$ cat config.mk
export PLATFORM = sky130hd
export DESIGN_NAME = seq_unit
export DESIGN_NICKNAME = d
export VERILOG_FILES = /design/src/rtl/seq_unit.sv
export SDC_FILE = /design/constraint.sdc
export NUM_CORES = 1
export LEC_CHECK = 0
export CORE_MARGIN = 4
export CORE_UTILIZATION = 45
export CTS_CLUSTER_SIZE = 25
export DETAILED_ROUTE_END_ITERATION = 16
export PLACE_DENSITY = 0.77
export SYNTH_ARGS = -nofsm -noshare
export SYNTH_HDL_FRONTEND = slang
export SYNTH_SLANG_ARGS = --single-unit
$ cat constraint.sdc
create_clock -name clk -period 5.38 [get_ports clk]
set_input_delay 1.076 -clock clk [delete_from_list [all_inputs] [get_ports clk]]
set_output_delay 1.076 -clock clk [all_outputs]
set_load 0.03 [all_outputs]
$ cat src/rtl/seq_unit.sv
// Program sequencer: next-PC selection, LIFO return stack and an edge-triggered,
// non-nesting vectored interrupt controller with sticky stack error flags.
module seq_unit #(
    parameter int              PC_W        = 10,
    parameter int              STACK_DEPTH = 8,
    parameter int              N_INTR      = 8,
    parameter logic [PC_W-1:0] VEC_BASE    = 10'h3F0,
    parameter int              VEC_STRIDE  = 2,
    localparam int             ID_W        = (N_INTR > 1) ? $clog2(N_INTR) : 1
) (
    input  logic              clk,
    input  logic              reset,
    input  logic [1:0]        pc_sel,
    input  logic [PC_W-1:0]   target,
    input  logic              call,
    input  logic              reti,
    input  logic [N_INTR-1:0] intr,
    input  logic [N_INTR-1:0] intr_mask,
    input  logic              intr_en,
    input  logic              clr_err,
    output logic [PC_W-1:0]   pc,
    output logic              stack_full,
    output logic              stack_empty,
    output logic              err_ovf,
    output logic              err_udf,
    output logic              intr_ack,
    output logic [ID_W-1:0]   intr_id,
    output logic              in_service
);

    localparam int SP_W  = $clog2(STACK_DEPTH + 1);
    localparam int IDX_W = $clog2(STACK_DEPTH);

    logic [PC_W-1:0]   pc_q, pc_d;
    logic [SP_W-1:0]   sp_q, sp_d;
    logic [PC_W-1:0]   stack_q [STACK_DEPTH];
    logic [N_INTR-1:0] prev_q, pend_q, pend_d;
    logic              in_svc_q, in_svc_d;
    logic              ovf_q, ovf_d, udf_q, udf_d;
    logic              ack_q;
    logic              full_q, empty_q;
    logic [ID_W-1:0]   id_q, id_d;

    logic              push_s;
    logic [PC_W-1:0]   push_val_s;
    logic              take_s;
    logic [ID_W-1:0]   take_id_s;
    logic [N_INTR-1:0] elig_s;
    logic [PC_W-1:0]   pc_inc_s, top_s, vec_s;
    logic              is_full_s, is_empty_s;

    assign pc_inc_s   = pc_q + PC_W'(1);
    assign is_full_s  = (sp_q == SP_W'(STACK_DEPTH));
    assign is_empty_s = (sp_q == '0);
    assign top_s      = stack_q[IDX_W'(sp_q - SP_W'(1))];
    assign elig_s     = pend_q & intr_mask;
    assign vec_s      = VEC_BASE + PC_W'(take_id_s) * PC_W'(VEC_STRIDE);

    // Only plain sequential or jump instructions may be diverted to a vector.
    assign take_s = intr_en && !in_svc_q && !is_full_s && (|elig_s) &&
                    !call && !reti && !pc_sel[1];

    // Lowest-numbered eligible line wins: scan downward so the last hit is lowest.
    always_comb begin
        take_id_s = '0;
        for (int i = N_INTR - 1; i >= 0; i--) begin
            if (elig_s[i]) begin
                take_id_s = ID_W'(i);
            end else begin
                take_id_s = take_id_s;
            end
        end
    end

    // Next-state selection for PC, stack pointer, interrupt and error state.
    always_comb begin
        pc_d       = pc_q;
        sp_d       = sp_q;
        push_s     = 1'b0;
        push_val_s = pc_inc_s;
        in_svc_d   = in_svc_q;
        id_d       = id_q;
        pend_d     = pend_q;
        ovf_d      = ovf_q & ~clr_err;
        udf_d      = udf_q & ~clr_err;
        if (call) begin
            pc_d = target;
            if (is_full_s) begin
                ovf_d = 1'b1;
            end else begin
                push_s = 1'b1;
                sp_d   = sp_q + SP_W'(1);
            end
        end else if (reti || (pc_sel == 2'b10)) begin
            if (is_empty_s) begin
                pc_d  = pc_inc_s;
                udf_d = 1'b1;
            end else begin
                pc_d = top_s;
                sp_d = sp_q - SP_W'(1);
            end
            if (reti) begin
                in_svc_d = 1'b0;
            end else begin
                in_svc_d = in_svc_q;
            end
        end else if (take_s) begin
            push_s     = 1'b1;
            push_val_s = pc_sel[0] ? target : pc_inc_s;
            sp_d       = sp_q + SP_W'(1);
            pc_d       = vec_s;
            pend_d     = pend_q & ~(N_INTR'(1) << take_id_s);
            in_svc_d   = 1'b1;
            id_d       = take_id_s;
        end else begin
            case (pc_sel)
                2'b00:   pc_d = pc_inc_s;
                2'b01:   pc_d = target;
                default: pc_d = pc_q;
            endcase
        end
        // New edges are merged after the clear so a re-rise on the taken line survives.
        pend_d = pend_d | (intr & ~prev_q);
    end

    // State registers with synchronous reset.
    always_ff @(posedge clk) begin
        if (reset) begin
            pc_q     <= '0;
            sp_q     <= '0;
            prev_q   <= '1;
            pend_q   <= '0;
            in_svc_q <= 1'b0;
            ovf_q    <= 1'b0;
            udf_q    <= 1'b0;
            ack_q    <= 1'b0;
            id_q     <= '0;
            full_q   <= 1'b0;
            empty_q  <= 1'b1;
        end else begin
            pc_q     <= pc_d;
            sp_q     <= sp_d;
            prev_q   <= intr;
            pend_q   <= pend_d;
            in_svc_q <= in_svc_d;
            ovf_q    <= ovf_d;
            udf_q    <= udf_d;
            ack_q    <= take_s;
            id_q     <= id_d;
            full_q   <= (sp_d == SP_W'(STACK_DEPTH));
            empty_q  <= (sp_d == '0);
        end
    end

    // Return-stack storage; contents beyond sp are don't-care, so no reset.
    always_ff @(posedge clk) begin
        if (push_s) begin
            stack_q[IDX_W'(sp_q)] <= push_val_s;
        end
    end

    assign pc          = pc_q;
    assign stack_full  = full_q;
    assign stack_empty = empty_q;
    assign err_ovf     = ovf_q;
    assign err_udf     = udf_q;
    assign intr_ack    = ack_q;
    assign intr_id     = id_q;
    assign in_service  = in_svc_q;

endmodule

; Yosys cells after proc, flatten, opt, wreduce, memory -nomap -nowiden
; Memories as Yosys holds them, arrays and structs flattened.
; Index checks and enable logic that the tools add are counted.
[word_totals]
register_bits = 39
mem_bits_rw = 80
inputBits = 34
out_inout_bits = 19
wordCells = 92
mem_count = 1
[memory_table]
columns = memory, words, word_bits, read_ports, rd_ports_with_merged_regs, wr, line
row1 = stack_q, 8, 10, 1, 0, 1, 36  ; logic [PC_W-1:0] stack_q [STACK_DEPTH];
[op_classes]
addsub = 4
eq_ne = 5
shift = 1
n_mux = 39
bitwise_logic = 11
reduce_logical = 20
[op_table]
columns = operator, n
row1 = 2-to-1 mux 10 bit, 8
row2 = bitwise AND 8 bit, 3
row3 = 2-to-1 mux 3 bit, 8
row4 = 2-to-1 mux 8 bit, 3
row5 = 2-to-1 mux 4 bit, 5
row6 = case mux 10 bit (2 select lines), 1
row7 = NOT 8 bit, 2
row8 = 2-to-1 mux 1 bit, 14
row9 = adder 10 x 1 -> 10 bit (second input constant), 1
row10 = == test 4 bit (second input constant), 2
row11 = zero test 4 bit, 2
row12 = OR 8 bit, 1
row13 = OR reduction 8 bit, 1
row14 = left shift 1 x 3 -> 8 bit (first input constant), 1
row15 = adder 5 x 5 -> 6 bit (first input constant), 1
row16 = logical AND 1 bit, 6
row17 = AND reduction 3 bit, 2
row18 = zero test 1 bit, 5
row19 = nonzero test 5 bit, 1
row20 = adder 4 x 1 -> 4 bit (second input constant), 1
row21 = subtractor 4 x 1 -> 4 bit (second input constant), 1
row22 = NOT 1 bit, 3
row23 = bitwise AND 1 bit, 2
row24 = == test 2 x 1 -> 1 bit (second input constant), 1
row25 = other kinds (5), 5

; Depth between registers and ports, before layout
[logic_depth]
ltp_word = 16
mapped_depth = 11
depth_no_buf = 8

; Least setup slack after synthesis
; No wires, ideal clock.
[synth_timing]
path_kind = in2reg
startpoint = input port call
endpoint = memory stack_q[1][0], enable pin
setup_ns = 0.390
arrival_ns = 2.679
t_required_ns = 4.990
setup_slack_ns = 2.311
stages = 6
path_buffers = 1
cell_sequence = buf_2 > nor2_1 > nand4_1 > o22ai_1 > nand2_1 > nor3_1
[synth_via]
elab_chain_len = 9
[synth_rtl]
columns = item, line
row1 = "start, declared", 15  ; input logic call,
row2 = zero test 1 bit, 61  ; !call && !reti && !pc_sel[1];
row3 = logical AND 1 bit, 60  ; assign take_s = intr_en && !in_svc_q && !is_full_s && (|elig_s) &&
row4 = logical AND 1 bit (2 in a row), 61
row5 = 2-to-1 mux 1 bit, 107  ; end else if (take_s) begin
row6 = 2-to-1 mux 1 bit, 94  ; end else if (reti || (pc_sel == 2'b10)) begin
row7 = 2-to-1 mux 1 bit (*), 86  ; if (call) begin
row8 = 2-to-1 mux 1 bit (*), 157  ; if (push_s) begin
row9 = 2-to-1 mux 1 bit (implied by the code) (*), 158  ; stack_q[IDX_W'(sp_q)] <= push_val_s;
row10 = "end, declared", 36
; Every way passes the cells marked *; elsewhere a longest branch is shown, timed or not.

; Final worst setup path
[layout_timing]
startpoint = input port call
endpoint = memory stack_q[4][8], enable pin
; The elaborated chain is that of the path after synthesis.

==> qor.yml <==
timing:
  relSlewSlack_pct: 30.6
  max_freq_mhz: 286
  setup_viol: 0
  fin_skew_ps: 11.1
  finalHoldViolCount: 0
  finalSetupTns_ps: 0
  maxSlewViolCount: 0
  worstMarginPinSlew_ps: 1040
  rsz0062_at_grt: "false"
  period_share_pct: 65.0
  fin_crit_ps: 3500
layout:
  final_nets: 529
  drive_gt1_share_pct: 18.8
  n_antenna_cell: 0
  synthToLayoutAreaGrowth_pct: 23.4
yosys:
  yosys.area.top_type: "edfxtp_1"
  syn_nets: 471
  ys_seq_area_share_pct: 58.0
  yosys_warnings: 0
  ys_seq_elements: 119
  synth_top_area_share_pct: 43.8
  synth.distinct_cells: 67
  ys.flop_type: "edfxtp_1"
  async_reset_ff_share_pct: 0
  synth_cells: 434
  yosysMostFrequentCell: "edfxtp_1"
  synth_common_cells: "80 x edfxtp_1, 44 x nor2_1, 39 x dfxtp_1"
  syn_area_sq_um: 5490
  synth_area_leaders: "edfxtp_1 44%, dfxtp_1 14%, mux4_2 8.2%, a21oi_1 3.1%, nor2_1 3.0%"
  synth.avg_cell_area_sq_um: 12.6
  synth_edf_count: 80
detailed_routing:
  dr.pass1.iters: 4
  drt_wl_total_mm: 12.9
  drt.antenna.violating_nets: 0
  num_vias: 3873
  drt_iter0_markers: 348
  wl_per_cell_um: 19.9
  viasPerCell: 5.94
  drc_errors: 0
clock_network:
  post-cts-setup-buffers: 0
  cts-buffers-inserted: 17
  ctsHoldBuffers: 0
  cts_buffer_depth: 2
  clock_latency_ps: 430
  cts_tree: "yes"
  cts.sinks: 119
  htree_levels: 4
  ctsResizeCount: 0
  cts_root_buffer: "clkbuf_16"
  clk_pin_slew_ps: 60
worst_setup_path:
  critPathMaxFanout: 11
  worst_setup_path_start_kind: "input pin"
  critPathCaptureType: "flop"
  crit_type: "input pin to flop"
  critical_path_arrival_ps: 3540
  cp_data_required_time_ps: 5420
  r2r_setup_slack_ps: 2040
grt:
  gr-total-overflow: 0
  grt_pass1_wl_mm: 20.8
  grt_pass1_vias: 3846
  grt_max_degree: 28
  grt_usage_pct: 19.4
  antenna_found_initial: 0
power_and_ir_drop:
  finalPower_mw: 3.01
  p_leak_nw: 2.35
  ir_drop_v: 0.000212
  power_density_nw_per_um2: 444
floorplan:
  initial_core_util_pct: 45.9
  die-area_sq_um: 14000
  num_rows: 40
  io_pins: 53
  core_area_sq_um: 12000
  die_x_um: 118
  die_h_um: 118
hold_path:
  hp-class: "flop to flop"
place:
  dp_hpwl_mm: 8.90
  gp_congestion: 0.891
  port_buffers: 52
flow_run:
  maxCapViolCount: 0
outcome:
  status: "complete, no violations"
-- sequential cells by signal, indices dropped and copies added, names as in the netlist --
| name | flops |
|---|---|
| prev_q | 8 |
| stack_q | 80 |
| intr_id | 3 |
| stack_full | 1 |
| pend_q | 8 |
| sp_q | 4 |
| intr_ack | 1 |
| stack_empty | 1 |
| in_service | 1 |
| err_udf | 1 |
| pc | 10 |
| err_ovf | 1 |
-- worst paths after layout --
path,from,to,depth (start not counted)
max,call,stack_q[4][8],5
min,intr_id[0],intr_id[0],2
max reg2reg,sp_q[0],stack_q[4][8],8
min reg2reg,intr_id[0],intr_id[0],2
-- power breakdown --
part	switching, mW	total, mW	leakage [nW]	internal (mW)
logic	0.372	0.662	0.983	0.290
registers	0.0463	1.12	1.06	1.07
clock network	0.434	1.22	0.314	0.789
-- critical path, stage by stage --
cell and delay, ps:
clkdlybuf4s50_1 700, clkinv_1 380, o22ai_1 380, nand2_1 180, nor2_1 820
-- cell families (layout without fill, tap and decap cells) --
kind of cell               Yosys count  count (layout)  share of synthesized area [%]
adders and majority gates            3               3                          0.684
and+or+nand+nor                    142             142                           13.1
buffers and inverters               28              99                           2.53
muxes                               36              36                           11.4
DFF                                119             119                           58.0
AOI/OAI and AO/OA                   94              94                           12.3
xor gates and xnor gates            12              12                           2.05
-- metrics by stage --
stage	hold WS (ps)	utilization [%]	cell area (sq um)	setup WS, ps	cells
after floorplan	462	-	5490	2310	434
after global placement	453	51.3	6130	1550	620
after detailed placement	459	51.3	6130	1490	620
after CTS	466	56.6	6780	1920	652
after global routing	492	56.6	6780	1680	652
final	466	56.6	6780	1880	652
-- layout make-up --
class | instances | area (sq um)
tap | 147 | 184
clock inverter | 14 | 213
timing repair buffer | 58 | 566
fill | 958 | 5190
multi-input combinational | 287 | 2170
inverter | 9 | 33.8
clock buffer | 18 | 429
sequential | 119 | 3180
-- cell usage in the layout, fill, tap and decap left out, types with 3 or more instances in the layout --
cell type	Yosys	final
o21ai_0	13	13
mux2i_1	6	6
o22ai_1	6	6
a221oi_1	3	3
nor2_1	44	44
a2111oi_2	3	3
dfxtp_1	39	39
nand4_1	4	4
nand2b_1	9	9
xor2_1	5	5
edfxtp_1	80	80
clkdlybuf4s50_1	0	52
o211ai_1	3	3
clkinv_4	0	4
inv_1	7	7
nor3_1	8	8
nand3_1	10	10
buf_4	1	6
nor2b_1	10	10
mux4_2	20	20
inv_6	0	4
ha_1	3	3
and3_1	5	5
xnor2_1	6	6
a22oi_2	4	4
nand2_1	29	29
or2_2	8	8
a21oi_1	34	34
or2_1	4	4
clkbuf_16	0	17
bufinv_16	0	4
mux2_2	10	10
-- metal layers --
layer  GRT usage [%]  share of wire [%]  up-vias  routed length (um)
li1                -                  -     1769                   -
met1            24.8                 42     1926                5430
met2            30.8                 49      144                6290
met3            5.36                6.6       34                 859
met4            8.76                2.9        0                 372
met5               0                  0        -                   0
Power figures use the tool's default switching activity.
